`src/rtl/game_pkg.sv`:
```
// ---------------------------------------------------------------------------
// game_pkg
// Shared definitions for the bubble-game sequencer and the screen-overlay mux:
//   - game_state_t : 3-bit game state; its encoding is the gameState value
//                    seen by the overlay mux
//   - default frame counts for the frozen "get ready" and end-of-phase screens
//   - is_timed()   : states in which the frame timer runs
// ---------------------------------------------------------------------------
package game_pkg;

  localparam int unsigned GAME_STATE_W     = 3;
  localparam int unsigned READY_FRAMES_DEF = 60;
  localparam int unsigned END_FRAMES_DEF   = 90;

  typedef enum logic [GAME_STATE_W-1:0] {
    ST_IDLE       = 3'd0,
    ST_READY      = 3'd1,
    ST_PLAY       = 3'd2,
    ST_LIFE_LOST  = 3'd3,
    ST_LEVEL_DONE = 3'd4,
    ST_GAME_OVER  = 3'd5,
    ST_VICTORY    = 3'd6
  } game_state_t;

  // Frozen screens that end after a fixed number of frames.
  function automatic logic is_timed(input game_state_t st);
    return (st == ST_READY) || (st == ST_LIFE_LOST) || (st == ST_LEVEL_DONE);
  endfunction

endpackage

```
`src/rtl/frame_timer.sv`:
```
// ---------------------------------------------------------------------------
// frame_timer
// 8-bit video-frame counter for timed screens.
//   clk_i   : system clock
//   rst_ni  : asynchronous active-low reset
//   clr_i   : synchronous clear (wins over counting)
//   en_i    : counting enabled
//   sof_i   : one-clk start-of-frame pulse
//   tc_i    : terminal count, i.e. number of frames minus one
//   done_o  : combinational; high on the clock that delivers the last frame
// ---------------------------------------------------------------------------
module frame_timer (
  input  logic       clk_i,
  input  logic       rst_ni,
  input  logic       clr_i,
  input  logic       en_i,
  input  logic       sof_i,
  input  logic [7:0] tc_i,
  output logic       done_o
);

  logic [7:0] cnt_q;

  // Frame counter: clear has priority, otherwise count enabled frames.
  always_ff @(posedge clk_i or negedge rst_ni) begin
    if (!rst_ni) begin
      cnt_q <= 8'd0;
    end else if (clr_i) begin
      cnt_q <= 8'd0;
    end else if (en_i && sof_i) begin
      cnt_q <= cnt_q + 8'd1;
    end else begin
      cnt_q <= cnt_q;
    end
  end

  assign done_o = en_i && sof_i && (cnt_q == tc_i);

endmodule

```
`src/rtl/game_level_ctrl.sv`:
```
// ---------------------------------------------------------------------------
// game_level_ctrl
// Top-level game sequencer for the bubble subsystem.
//   clk, resetN      : clock, asynchronous active-low reset
//   startOfFrame     : one-clk pulse per video frame
//   startKey         : start button level (edge-detected here)
//   levelWin         : bubble array reports all bubbles destroyed
//   playerHit        : player/bubble collision
//   bubblesResetN    : active-low one-clk reset pulse to the bubble array
//   bubblesStart     : one-clk start pulse to the bubble array
//   freeze           : motion suspended when high
//   level, lives     : current level (0-based) and remaining lives
//   gameState        : encoded state for the overlay mux
//   gameOver/gameWon : high in GAME_OVER / VICTORY
// All outputs are registered.
// ---------------------------------------------------------------------------
module game_level_ctrl
  import game_pkg::*;
#(
  parameter int unsigned NUM_LEVELS   = 3,
  parameter int unsigned START_LIVES  = 3,
  parameter int unsigned READY_FRAMES = READY_FRAMES_DEF,
  parameter int unsigned END_FRAMES   = END_FRAMES_DEF
) (
  input  logic                    clk,
  input  logic                    resetN,
  input  logic                    startOfFrame,
  input  logic                    startKey,
  input  logic                    levelWin,
  input  logic                    playerHit,
  output logic                    bubblesResetN,
  output logic                    bubblesStart,
  output logic                    freeze,
  output logic [1:0]              level,
  output logic [1:0]              lives,
  output logic [GAME_STATE_W-1:0] gameState,
  output logic                    gameOver,
  output logic                    gameWon
);

  localparam logic [1:0] LAST_LEVEL = 2'(NUM_LEVELS - 1);
  localparam logic [1:0] INIT_LIVES = 2'(START_LIVES);
  localparam logic [7:0] READY_TC   = 8'(READY_FRAMES - 1);
  localparam logic [7:0] END_TC     = 8'(END_FRAMES - 1);

  game_state_t state_q, state_d;
  logic [1:0]  level_q, level_d;
  logic [1:0]  lives_q, lives_d;
  logic        start_key_q;
  logic        armed_q;
  logic        start_rise_s;
  logic        rst_pulse_s;
  logic        start_pulse_s;
  logic        timer_done_s;
  logic [7:0]  timer_tc_s;
  logic        bub_rst_n_q, bub_start_q, freeze_q, game_over_q, game_won_q;

  // armed_q blocks a key that was already held when reset released: a start
  // needs the key to have been seen released at least once since reset.
  assign start_rise_s = startKey && !start_key_q && armed_q;
  assign timer_tc_s   = (state_q == ST_READY) ? READY_TC : END_TC;

  frame_timer u_frame_timer (
    .clk_i  (clk),
    .rst_ni (resetN),
    .clr_i  (state_d != state_q),
    .en_i   (is_timed(state_q)),
    .sof_i  (startOfFrame),
    .tc_i   (timer_tc_s),
    .done_o (timer_done_s)
  );

  // Next-state, level/lives update and pulse requests.
  always_comb begin
    state_d       = state_q;
    level_d       = level_q;
    lives_d       = lives_q;
    rst_pulse_s   = 1'b0;
    start_pulse_s = 1'b0;
    case (state_q)
      ST_IDLE: begin
        if (start_rise_s) begin
          level_d     = 2'd0;
          lives_d     = INIT_LIVES;
          rst_pulse_s = 1'b1;
          state_d     = ST_READY;
        end else begin
          state_d = ST_IDLE;
        end
      end
      ST_READY: begin
        if (timer_done_s) begin
          start_pulse_s = 1'b1;
          state_d       = ST_PLAY;
        end else begin
          state_d = ST_READY;
        end
      end
      ST_PLAY: begin
        // A win in the same clock as a hit takes precedence; no life is lost.
        if (levelWin) begin
          state_d = ST_LEVEL_DONE;
        end else if (playerHit) begin
          if (lives_q <= 2'd1) begin
            lives_d = 2'd0;
            state_d = ST_GAME_OVER;
          end else begin
            lives_d = lives_q - 2'd1;
            state_d = ST_LIFE_LOST;
          end
        end else begin
          state_d = ST_PLAY;
        end
      end
      ST_LIFE_LOST: begin
        if (timer_done_s) begin
          rst_pulse_s = 1'b1;
          state_d     = ST_READY;
        end else begin
          state_d = ST_LIFE_LOST;
        end
      end
      ST_LEVEL_DONE: begin
        if (timer_done_s) begin
          if (level_q >= LAST_LEVEL) begin
            state_d = ST_VICTORY;
          end else begin
            level_d     = level_q + 2'd1;
            rst_pulse_s = 1'b1;
            state_d     = ST_READY;
          end
        end else begin
          state_d = ST_LEVEL_DONE;
        end
      end
      ST_GAME_OVER, ST_VICTORY: begin
        if (start_rise_s) begin
          state_d = ST_IDLE;
        end else begin
          state_d = state_q;
        end
      end
      default: begin
        state_d = ST_IDLE;
      end
    endcase
  end

  // State, counters, key history and registered outputs.
  always_ff @(posedge clk or negedge resetN) begin
    if (!resetN) begin
      state_q     <= ST_IDLE;
      level_q     <= 2'd0;
      lives_q     <= INIT_LIVES;
      start_key_q <= 1'b0;
      armed_q     <= 1'b0;
      bub_rst_n_q <= 1'b1;
      bub_start_q <= 1'b0;
      freeze_q    <= 1'b1;
      game_over_q <= 1'b0;
      game_won_q  <= 1'b0;
    end else begin
      state_q     <= state_d;
      level_q     <= level_d;
      lives_q     <= lives_d;
      start_key_q <= startKey;
      armed_q     <= armed_q | ~startKey;
      bub_rst_n_q <= ~rst_pulse_s;
      bub_start_q <= start_pulse_s;
      freeze_q    <= (state_d != ST_PLAY);
      game_over_q <= (state_d == ST_GAME_OVER);
      game_won_q  <= (state_d == ST_VICTORY);
    end
  end

  assign bubblesResetN = bub_rst_n_q;
  assign bubblesStart  = bub_start_q;
  assign freeze        = freeze_q;
  assign level         = level_q;
  assign lives         = lives_q;
  assign gameState     = state_q;
  assign gameOver      = game_over_q;
  assign gameWon       = game_won_q;

endmodule
```
`config.mk`:
```
export PLATFORM = sky130hd
export DESIGN_NAME = game_level_ctrl
export DESIGN_NICKNAME = d
export VERILOG_FILES = /design/src/rtl/game_pkg.sv /design/src/rtl/frame_timer.sv /design/src/rtl/game_level_ctrl.sv
export SDC_FILE = /design/constraint.sdc
export NUM_CORES = 1
export LEC_CHECK = 0
export ABC_CLOCK_PERIOD_IN_PS = 2000
export CAP_MARGIN = 25
export CORE_ASPECT_RATIO = 1.2
export CORE_MARGIN = 1
export CORE_UTILIZATION = 48
export DETAILED_ROUTE_END_ITERATION = 8
export PLACE_DENSITY = 0.75
export SKIP_LAST_GASP = 1
export SLEW_MARGIN = 15
export SYNTH_ARGS = -nofsm -noshare
export SYNTH_HDL_FRONTEND = slang
export SYNTH_SLANG_ARGS = --single-unit
export TNS_END_PERCENT = 30
```
`constraint.sdc`:
```
create_clock -name clk -period 2 [get_ports clk]
set_clock_uncertainty 0.1 [all_clocks]
set_input_delay 0.3 -clock clk [delete_from_list [all_inputs] [get_ports clk]]
set_output_delay 0.3 -clock clk [all_outputs]
set_load 0.05 [all_outputs]
```
* Word-level counts from Yosys, hierarchy flattened
Index checks and enable logic that the tools add are counted.
Cells by class: add/sub/neg operators 3, magnitude comparators 2, equality and inequality tests 16, multiplexer cells 28, bitwise logic cells 3, reduce and logical (&&, ||, !) cells 14
Operators by type and width (number):
- $mux W2 | 9
- $mux W3 | 6
- $pmux W3 S6 | 1
- $mux W8 | 2
- $eq A3 B3 Y1 const B | 5
- $ne A2 B2 Y1 const B | 5
- $add A8 B1 Y8 const B | 1
- $eq A8 B7 Y1 | 1
- $pmux W2 S2 | 2
- $reduce_and A4 Y1 | 2
- $mux W7 | 1
- $eq A3 B2 Y1 const B | 2
- $mux W1 | 6
- $reduce_bool A2 Y1 | 3
- $logic_and A1 B1 Y1 | 4
- $eq A3 B1 Y1 const B | 1
- $logic_not A3 Y1 | 1
- $ne A3 B2 Y1 const B | 1
- $ne A3 B3 Y1 | 1
- $pmux W1 S3 | 1
- $add A2 B1 Y2 const B | 1
- $ge A2 B2 Y1 const B | 1
- $le A2 B1 Y1 const B | 1
- $logic_or A1 B1 Y1 | 2
- other kinds (5) | 6
Storage, ports and cells: register bits after elaboration 22, input bits 6, output and inout port bits 12, logic and storage cells 77

* Longest topological paths before layout
Gate-level depths: netlist of run 1.
depth in word-level cells 9, mapped depth 7, gate-level depth less buffers 7

* By module
A second synthesis of run 1 with hierarchy kept.
Unflattened totals: cells, all modules 138, area, all modules 1271.2 µm²
Modules (own cells, without submodules):
- game_level_ctrl | instances 1, cells each 87, area an instance 789.5 µm², seq. area each 355.3 µm²
- frame_timer | instances 1, cells each 51, area an instance 481.7 µm², seq. area each 200.2 µm²

* Worst setup path before layout of run 1
Ideal clock, no wire load.
kind register to register, start point reg state_q[1] (netlist: gameState[1]), end point reg game_over_q (netlist: gameOver), setup time 0.119 ns, arrival 1.965 ns, data required time 1.781 ns, setup slack -0.184 ns, stages on the path, launching flop included 8, path buffers 2, cell sequence dfrtp_1 -> buf_6 -> nor3b_4 -> o2111ai_2 -> or2_1 -> buf_6 -> a211o_1 -> and2_1
On the way: word-level cells in the longest chain between the ends 8
Ends and longest elaborated chain:
- from (decl) | line game_level_ctrl.sv:46 | game_state_t state_q, state_d;
- from (signal assigned) | line game_level_ctrl.sv:163 | state_q <= state_d;
- parallel branches: the longest is 6 deep, another holds $eq A8 B7 Y1
- $pmux W3 S6 * | line game_level_ctrl.sv:80 | case (state_q)
- via state_d[0] | line game_level_ctrl.sv:46
- $eq A3 B3 Y1 * | line game_level_ctrl.sv:171 | game_over_q <= (state_d == ST_GAME_OVER);
- to (signal assigned) | line game_level_ctrl.sv:171
- to (decl) | line game_level_ctrl.sv:56 | logic bub_rst_n_q, bub_start_q, freeze_q, game_over_q, game_won_q;
Mark *: on every way through the listed nets, which the timed path passes. A chain may end at the register's enable or synchronous reset.

* Final worst setup path of run 1
start point reg level_q[0] (netlist: level[0]), end point out level[0]
RTL lines:
- from (decl) | line game_level_ctrl.sv:47 | logic [1:0] level_q, level_d;
- from (signal assigned) | line game_level_ctrl.sv:164 | level_q <= level_d;
- to (decl) | line game_level_ctrl.sv:34 | output logic [1:0] level,
No word-level cell between the ends.

==> impl_metrics.toml, run 1 <==
[outcome]
outcome = "finished, final reports clean"

[cells_and_area]
layout_common_cells = "16 x buf_4, 14 x dfrtp_1, 11 x nor2_1"
layout_commonest_cell = "buf_4"
areaGrowthSynthToFinish_pct = 20.2
drive_gt1_share_pct = 25.3
nFillCells = 215
fin_area_um2 = 1510
finalNetCount = 159
fin_cells = 181
diodes = 0

[grt]
grt_pass1_wl_um = 4260
grt_pass1_vias = 986
grt_max_degree = 23
grt_usage_pct = 20.1
antenna_found_initial = 0
overflow = 0

[synth]
synthAdderAreaFrac_pct = 2.79
synth-simple-area-share_pct = 27.2
synth_top_family_by_area = "simple AND/OR/NAND/NOR gates"
synth_cells = 125
synth_fp_nets = 133
synth-edff-count = 0
async_flop_share_pct = 100
synth-xor-area-share_pct = 4.88
synth_top_area_cell = "dfrtp_1"
synth_area_leaders = "dfrtp_1 36%, dfstp_2 8.4%, nor2_1 3.6%"
synth-seq-cells = 22
synth_ff_type = "dfrtp_1"
ys_types = 45
synth_warnings = 0
synth_area_per_cell_um2 = 10.1
yosys-mux-area-fraction_pct = 4.08
synth-compound-area-share_pct = 12.3
yosysTopAreaCellShare_pct = 35.8
netlist_area_um2 = 1260
ys_seq_area_share_pct = 44.2

[worst_setup_path]
slowest_stage = "clkdlybuf4s50_1"
cp.arrival_ns = 1.50
start_kind = "flop"
cp.required_ns = 1.60
crit_path_max_fanout = 4
end_kind = "primary output"
crit_type = "reg2out"
crit_path_cell_trace = "clkdlybuf4s50_1"
critPathMaxStageDelay_ns = 0.80
critPathTopFamily = "buffers and inverters"
crit_buf_inv = 1

[floorplanning]
die_area_um2 = 2830
start_util_pct = 52.9
die_x_um = 48.7
core.rowCount = 19
ios = 18
die_h_um = 58.1
core_area_um2 = 2380

[clocking]
htree_levels = 1
cts_tree = "yes"
clk_pin_slew_ns = 0.12
cts_sinks = 22
cts_buffer_depth = 2
clkLatencyLatePin_ns = 0.31
numCtsBuffers = 3
ctsRootBufferMaster = "clkbuf_4"

[drt]
first_iter_violations = 23
drtPass1Iterations = 4
postRouteAntennaNets = 0
avgViaCountPerCell = 5.56
drc = 0
wl_um = 2510
wl_per_cell_um = 13.9
via_count = 1007

[sta]
hold_viol = 0
period_share_pct = 95.0
period_minus_slack_ns = 1.90
fmax_mhz = 526
slew_violations = 0
rsz0062_at_grt = "true"
slew_headroom_pct = 66.7
worst_pin_slew_ns = 0.498
setup_viol_count_final = 0

[place]
numPortBuffers = 17
dp.cells = 177
place_area_um2 = 1480
hpwl_um = 1900
place_congestion = 0.883

[power_and_ir_drop]
power_mw = 1.26
p_leak_nw = 0.645
ir_drop_mv = 0.579
powerDensity_nw_per_um2 = 836

[min_path]
hold_path.class = "in2async"

[run]
drv_cap = 0
-- worst register-to-register path: stages, from the launching register on --
cell and delay [ns]:
dfrtp_2 0.47, nor3b_2 0.26, mux2i_1 0.34, nor3_1 0.17, nor4b_1 0.24, a21bo_2 0.25
-- kinds of logic after synthesis --
logic type | Yosys count
AND/OR/NAND/NOR | 57
AO/OA/AOI/OAI | 22
flip-flops | 22
buffers and inverters | 9
XOR/XNOR | 7
multiplexers | 5
adder cells (fa/ha/maj) | 3
-- stage by stage --
step           worst slack [ns]  hold WS, ns  util [%]  TNS (ns)
6_report                  0.101        0.227      63.6         0
5_1_grt                -0.00475        0.236      63.6  -0.00475
4_1_cts                  0.0651        0.227      63.3         0
3_5_place_dp            -0.0670        0.374      62.2    -0.123
3_3_place_gp            -0.0261        0.368      62.2   -0.0261
2_1_floorplan           -0.0312      -0.0956         -   -0.0685
-- area by class of cell --
class / count / area, µm² / share of cell area (%)
flip-flops and latches: 22 / 561 / 37.1
repair buffers: 26 / 219 / 14.5
inverters: 4 / 15.0 / 0.993
multi-input cells: 94 / 652 / 43.1
well taps: 31 / 38.8 / 2.57
clock buffers: 4 / 26.3 / 1.74
-- flip-flops by register name, summed over array words and instances, names as in the netlist, 2 cells and up --
register,count
gameState,3
level,2
lives,2
u_frame_timer.cnt_q,8
-- worst paths after layout --
kind | startpoint | end | cells after the start | slack [ns]
worst max-delay path | level[0]$_DFFE_PN0P_ | level[0] | 1 | 0.10
worst min register to register | level[0]$_DFFE_PN0P_ | level[0]$_DFFE_PN0P_ | 1 | 0.40
worst max register to register | gameState[2]$_DFF_PN0_ | freeze$_DFF_PN1_ | 5 | 0.11
min in group clk | level[0]$_DFFE_PN0P_ | level[0]$_DFFE_PN0P_ | 1 | 0.40
worst min-delay path | resetN | u_frame_timer.cnt_q[4]$_DFFE_PN0P_ | 2 | 0.23
max in group asynchronous | resetN | bubblesResetN$_DFF_PN1_ | 2 | 1.29
-- cell usage after synthesis (4+ instances only) --
cell       n
nand2_1    9
nand3_1    4
and2_1     4
a21oi_1    7
nand2b_1   4
dfstp_2    4
mux2i_1    4
xor2_1     4
o21ai_0    5
dfrtp_1   18
inv_1      4
nor2_1    12
-- power breakdown --
part	internal (mW)	switching, mW	total [mW]
clock network	0.0779	0.130	0.208
logic	0.188	0.264	0.451
registers	0.520	0.0848	0.605
total	0.785	0.479	1.26
-- metal layers --
metal / part of all wire (%) / routed length, µm / GRT usage, % / vias up
met2: 52 / 1300 / 37.3 / 27
met3: 3.1 / 78 / 3.15 / 7
met5: 0 / 0 / 0 / -
met4: 2.2 / 55 / 10.5 / 0
li1: - / - / - / 489
met1: 43 / 1080 / 22.0 / 484
-- what timing repair did --
action / 4_1_cts / 5_1_grt
hold buffers: 0 / 0
resized for setup: 1 / 3
setup buffers: 0 / 0
endpoints found under the setup margin: 1 / 10
(Power assumes the default switching activity.)
==> run 2: changes to the inputs <==
--- a/config.mk
+++ b/config.mk
@@ -11,7 +11,7 @@
 export CORE_MARGIN = 1
 export CORE_UTILIZATION = 48
 export DETAILED_ROUTE_END_ITERATION = 8
-export PLACE_DENSITY = 0.75
+export PLACE_DENSITY_LB_ADDON = 0.1
 export SKIP_LAST_GASP = 1
 export SLEW_MARGIN = 15
 export SYNTH_ARGS = -nofsm -noshare
==> run 2 against run 1 <==
Combinational power is 3% higher. Design area is 1.9% higher. Total power hardly changed. Clock power is 2% lower. Final cell count is 2.2% higher. Critical endpoint is now level[1].
==> impl_metrics.toml, run 2 (synthesis gave the netlist of run 1 again) <==
[worst_setup_path]
crit_path_max_fanout = 6
cp.required_ns = 1.60
end_kind = "primary output"
crit_buf_inv = 1
critPathMaxStageDelay_ns = 0.82
crit_path_cell_trace = "clkdlybuf4s50_1"
cp.arrival_ns = 1.55
slowest_stage = "clkdlybuf4s50_1"
critPathTopFamily = "buffers and inverters"
crit_type = "reg2out"
start_kind = "flop"

[cells_and_area]
finalNetCount = 163
diodes = 0
drive_gt1_share_pct = 26.6
regMostFlops = "u_frame_timer.cnt_q"
seqCellArea_um2 = 561
fin_area_um2 = 1540
layout_common_cells = "20 x buf_4, 14 x dfrtp_1, 12 x nor2_1"
multiInputGateArea_um2 = 649
layout_commonest_cell = "buf_4"
largest_reg_flops = 8
nFillCells = 221
areaGrowthSynthToFinish_pct = 22.5

[sta]
period_minus_slack_ns = 1.95
period_share_pct = 97.7
hold_viol = 0
setup_viol_count_final = 0
slew_violations = 0
slew_headroom_pct = 60.3
worst_pin_slew_ns = 0.590
final.setup.tns_ns = 0
rsz0062_at_grt = "true"
fmax_mhz = 512

[clocking]
clkLatencyLatePin_ns = 0.30
htree_levels = 1
clk_pin_slew_ns = 0.12
ctsRootBufferMaster = "clkbuf_4"
numCtsBuffers = 3
cts_buffer_depth = 2
holdBufCountCts = 0
cts_sinks = 22
cts_tree = "yes"

[outcome]
outcome = "finished, final reports clean"

[grt]
grt_max_degree = 23
grt_usage_pct = 20.0
overflow = 0
grt_pass1_wl_um = 4310
grt_pass1_vias = 1049
antenna_found_initial = 0

[drt]
drc = 0
drtPass1Iterations = 4
first_iter_violations = 23
wl_um = 2490
wl_per_cell_um = 13.5
avgViaCountPerCell = 5.44
postRouteAntennaNets = 0
via_count = 1006

[floorplanning]
start_util_pct = 52.9
ios = 18
core_area_um2 = 2380
core.rowCount = 19
die_h_um = 58.1
die_area_um2 = 2830
die_x_um = 48.7

[place]
hpwl_um = 1940
place_congestion = 0.790
place_area_um2 = 1510
numPortBuffers = 17

[min_path]
hold_path.class = "in2async"

[power_and_ir_drop]
ir_drop_mv = 0.601
p_leak_nw = 0.658
powerDensity_nw_per_um2 = 821

[run]
drv_cap = 0
-- run 2: path summary, 6_finish.rpt --
path / slack, ns / from / to / depth (start not counted)
max reg2reg: 0.06 / gameState[2]$_DFF_PN0_ / freeze$_DFF_PN1_ / 5
min in group clk: 0.38 / level[0]$_DFFE_PN0P_ / level[0]$_DFFE_PN0P_ / 1
min: 0.24 / resetN / gameWon$_DFF_PN0_ / 2
min reg2reg: 0.38 / level[0]$_DFFE_PN0P_ / level[0]$_DFFE_PN0P_ / 1
max in group asynchronous: 1.28 / resetN / freeze$_DFF_PN1_ / 2
max: 0.05 / level[1]$_DFFE_PN0P_ / level[1] / 1
-- run 2: layer usage --
layer,wire length [µm],track usage (%)
met5,0,0
met4,17,8.82
met3,83,2.89
met2,1360,40.5
met1,1030,20.0
-- run 2: cell type report --
class | count | area share, %
clock buffers | 4 | 1.71
inverters | 4 | 0.975
multi-input cells | 94 | 42.2
flip-flops and latches | 22 | 36.4
well taps | 31 | 2.52
repair buffers | 30 | 16.2
-- run 2: per-stage QoR --
| step | power (mW) | worst slack, ns | utilization (%) | instances | hold slack (ns) |
|---|---|---|---|---|---|
| after floorplan | 0.935 | -0.0312 | - | 125 | -0.0956 |
| after global placement | 1.06 | -0.0491 | 63.5 | 181 | 0.370 |
| after detailed placement | 1.07 | -0.108 | 63.5 | 181 | 0.376 |
| after CTS | 1.28 | 0.0306 | 64.6 | 185 | 0.241 |
| after global routing | 1.35 | -0.0452 | 64.8 | 185 | 0.245 |
| final | 1.26 | 0.0460 | 64.8 | 185 | 0.239 |
-- run 2: where the power goes --
group / internal (mW) / switching, mW
Sequential: 0.520 / 0.0760
Clock: 0.0776 / 0.125
Combinational: 0.200 / 0.267
-- run 2: timing repair --
item / 4_1_cts / 5_1_grt
buffers inserted: 0 / 0
endpoints found under the setup margin: 0 / 10
resized for setup: 0 / 2
-- run 2: worst reg2reg max path, stage by stage, from the launching register on --
cell,delay [ns]
dfrtp_2,0.46
buf_4,0.18
nand2b_1,0.23
nor4_1,0.58
a21oi_1,0.13
a21bo_2,0.22
==> run 3: changes to the inputs <==
--- a/config.mk
+++ b/config.mk
@@ -8,10 +8,11 @@
 export ABC_CLOCK_PERIOD_IN_PS = 2000
 export CAP_MARGIN = 25
 export CORE_ASPECT_RATIO = 1.2
-export CORE_MARGIN = 1
+export CORE_MARGIN = 2
 export CORE_UTILIZATION = 48
 export DETAILED_ROUTE_END_ITERATION = 8
 export PLACE_DENSITY_LB_ADDON = 0.1
+export SETUP_SLACK_MARGIN = 0.2
 export SKIP_LAST_GASP = 1
 export SLEW_MARGIN = 15
 export SYNTH_ARGS = -nofsm -noshare
==> run 3 against run 2 <==
First-iteration DRC count is 17% lower. Non-clock buffer count is 1 lower. Wire length is 9.9% higher. Total power is 6.3% higher. Utilization is 0.99 points lower. Critical endpoint is now freeze$_DFF_PN1_. Largest power group unchanged. Highest routed layer unchanged.
==> impl_metrics.toml, run 3 (synthesis gave the netlist of run 1 again) <==
[clocking]
htree_levels = 1
holdBufCountCts = 0
clkLatencyLatePin_ns = 0.32
clk_pin_slew_ns = 0.13
cts_buffer_depth = 2
cts_sinks = 22
numCtsBuffers = 3
cts_tree = "yes"
ctsRootBufferMaster = "clkbuf_4"

[worst_setup_path]
critPathTopFamily = "simple AND/OR/NAND/NOR gates"
reg2reg_from = "gameState[2]$_DFF_PN0_"
r2r_slack_ns = 0.14
start_kind = "flop"
crit_type = "reg2reg"
crit_start = "gameState[2]$_DFF_PN0_"
ff2ff_path_depth = 5
slowest_stage = "dfrtp_2"
crit_path_end = "freeze$_DFF_PN1_"
cp.depth = 5
crit_path_max_fanout = 6
cp.arrival_ns = 2.02
reg2reg_to = "freeze$_DFF_PN1_"
critPathMaxStageDelay_ns = 0.47
crit_buf_inv = 0
end_kind = "flop"
crit_path_cell_trace = "nor3b_4 > mux2i_4 > nor3_2 > nor4b_1 > a21bo_2"
cp.required_ns = 2.16

[cells_and_area]
seqCellArea_um2 = 561
multiInputGateArea_um2 = 709
layout_commonest_cell = "buf_4"
regMostFlops = "u_frame_timer.cnt_q"
areaGrowthSynthToFinish_pct = 27.0
fin_cells = 186
layout_common_cells = "19 x buf_4, 14 x dfrtp_1, 12 x nor2_1"
nFillCells = 216
drive_gt1_share_pct = 30.1
largest_reg_flops = 8
fin_area_um2 = 1600
finalNetCount = 162
fin_util_pct = 63.8
diodes = 0

[floorplanning]
die_area_um2 = 3050
ios = 18
die_h_um = 60.1
start_util_pct = 50.2
core_area_um2 = 2500
core.rowCount = 20
die_x_um = 50.7

[grt]
overflow = 0
grt_pass1_vias = 1035
grt_usage_pct = 20.5
grt_pass1_wl_um = 4620
antenna_found_initial = 0
grt_max_degree = 23

[drt]
met2_length_um = 1450
met3_length_um = 83
first_iter_violations = 19
avgViaCountPerCell = 5.49
drtPass1Iterations = 4
wl_per_cell_um = 14.7
wl_um = 2740
wl_met1_um = 1160
via_count = 1022
drc = 0
postRouteAntennaNets = 0
top_layer = "met4"

[place]
numPortBuffers = 17
hpwl_um = 1980
dp.cells = 180
place_congestion = 0.833
place_area_um2 = 1500

[power_and_ir_drop]
switching_share_pct = 37.9
power_frac_seq_pct = 44.4
p_leak_nw = 0.691
p_comb_share_pct = 39.4
p_int_mw = 0.835
clkPwrFrac_pct = 16.2
p_sw_mw = 0.509
powerDensity_nw_per_um2 = 842
ir_drop_mv = 0.583

[sta]
slew_headroom_pct = 66.6
fmax_mhz = 537
rsz0062_at_grt = "true"
hold_viol = 0
worst_pin_slew_ns = 0.501
period_minus_slack_ns = 1.86
setup_viol_count_final = 0
period_share_pct = 93.1
slew_violations = 0

[min_path]
hold_path.class = "in2async"

[outcome]
outcome = "finished, final reports clean"

[run]
drv_cap = 0
run 3: cell type report:
type                    count  area share, %
flip-flops and latches     22           35.1
inverters                   4          0.940
repair buffers             29           15.3
clock buffers               4           1.65
multi-input cells          94           44.4
well taps                  33           2.59
run 3: stage by stage:
| step | setup slack [ns] | TNS [ns] | hold WS (ns) | power, mW |
|---|---|---|---|---|
| after floorplan | -0.0312 | -0.0685 | -0.0956 | 0.942 |
| after global placement | -0.0121 | -0.0534 | 0.369 | 1.07 |
| after detailed placement | -0.0793 | -0.599 | 0.380 | 1.08 |
| after CTS | 0.0757 | 0 | 0.231 | 1.31 |
| after global routing | 0.0184 | 0 | 0.244 | 1.42 |
| final | 0.139 | 0 | 0.217 | 1.34 |
run 3: worst min path at each step:
stage	to	slack (ns)	depth (start not counted)
after floorplan	armed_q$_DFF_PN0_	-0.1	0
after global placement	armed_q$_DFF_PN0_	0.37	1
after detailed placement	level[0]$_DFFE_PN0P_	0.38	1
after CTS	level[1]$_DFFE_PN0P_	0.23	2
after global routing	level[1]$_DFFE_PN0P_	0.24	2
final	level[1]$_DFFE_PN0P_	0.22	2
run 3: layer usage:
| layer | GRT usage (%) | vias to the layer above |
|---|---|---|
| met5 | 0 | - |
| met4 | 8.49 | 0 |
| met3 | 2.25 | 6 |
| met2 | 38.7 | 21 |
| met1 | 23.3 | 497 |
| li1 | - | 498 |
run 3: power by group through the flow:
| stage | clock [mW] | combinational, mW | sequential [mW] |
|---|---|---|---|
| after floorplan | 0 | 0.283 | 0.660 |
| after global placement | 0 | 0.470 | 0.598 |
| after detailed placement | 0 | 0.477 | 0.600 |
| after CTS | 0.222 | 0.493 | 0.591 |
| after global routing | 0.233 | 0.581 | 0.605 |
| final | 0.218 | 0.530 | 0.596 |
run 3: timing repair:
action                                  4_1_cts  5_1_grt
setup buffers                                 1        1
pin swaps                                     2        0
resized for setup                             6        7
endpoints found under the setup margin       17       18
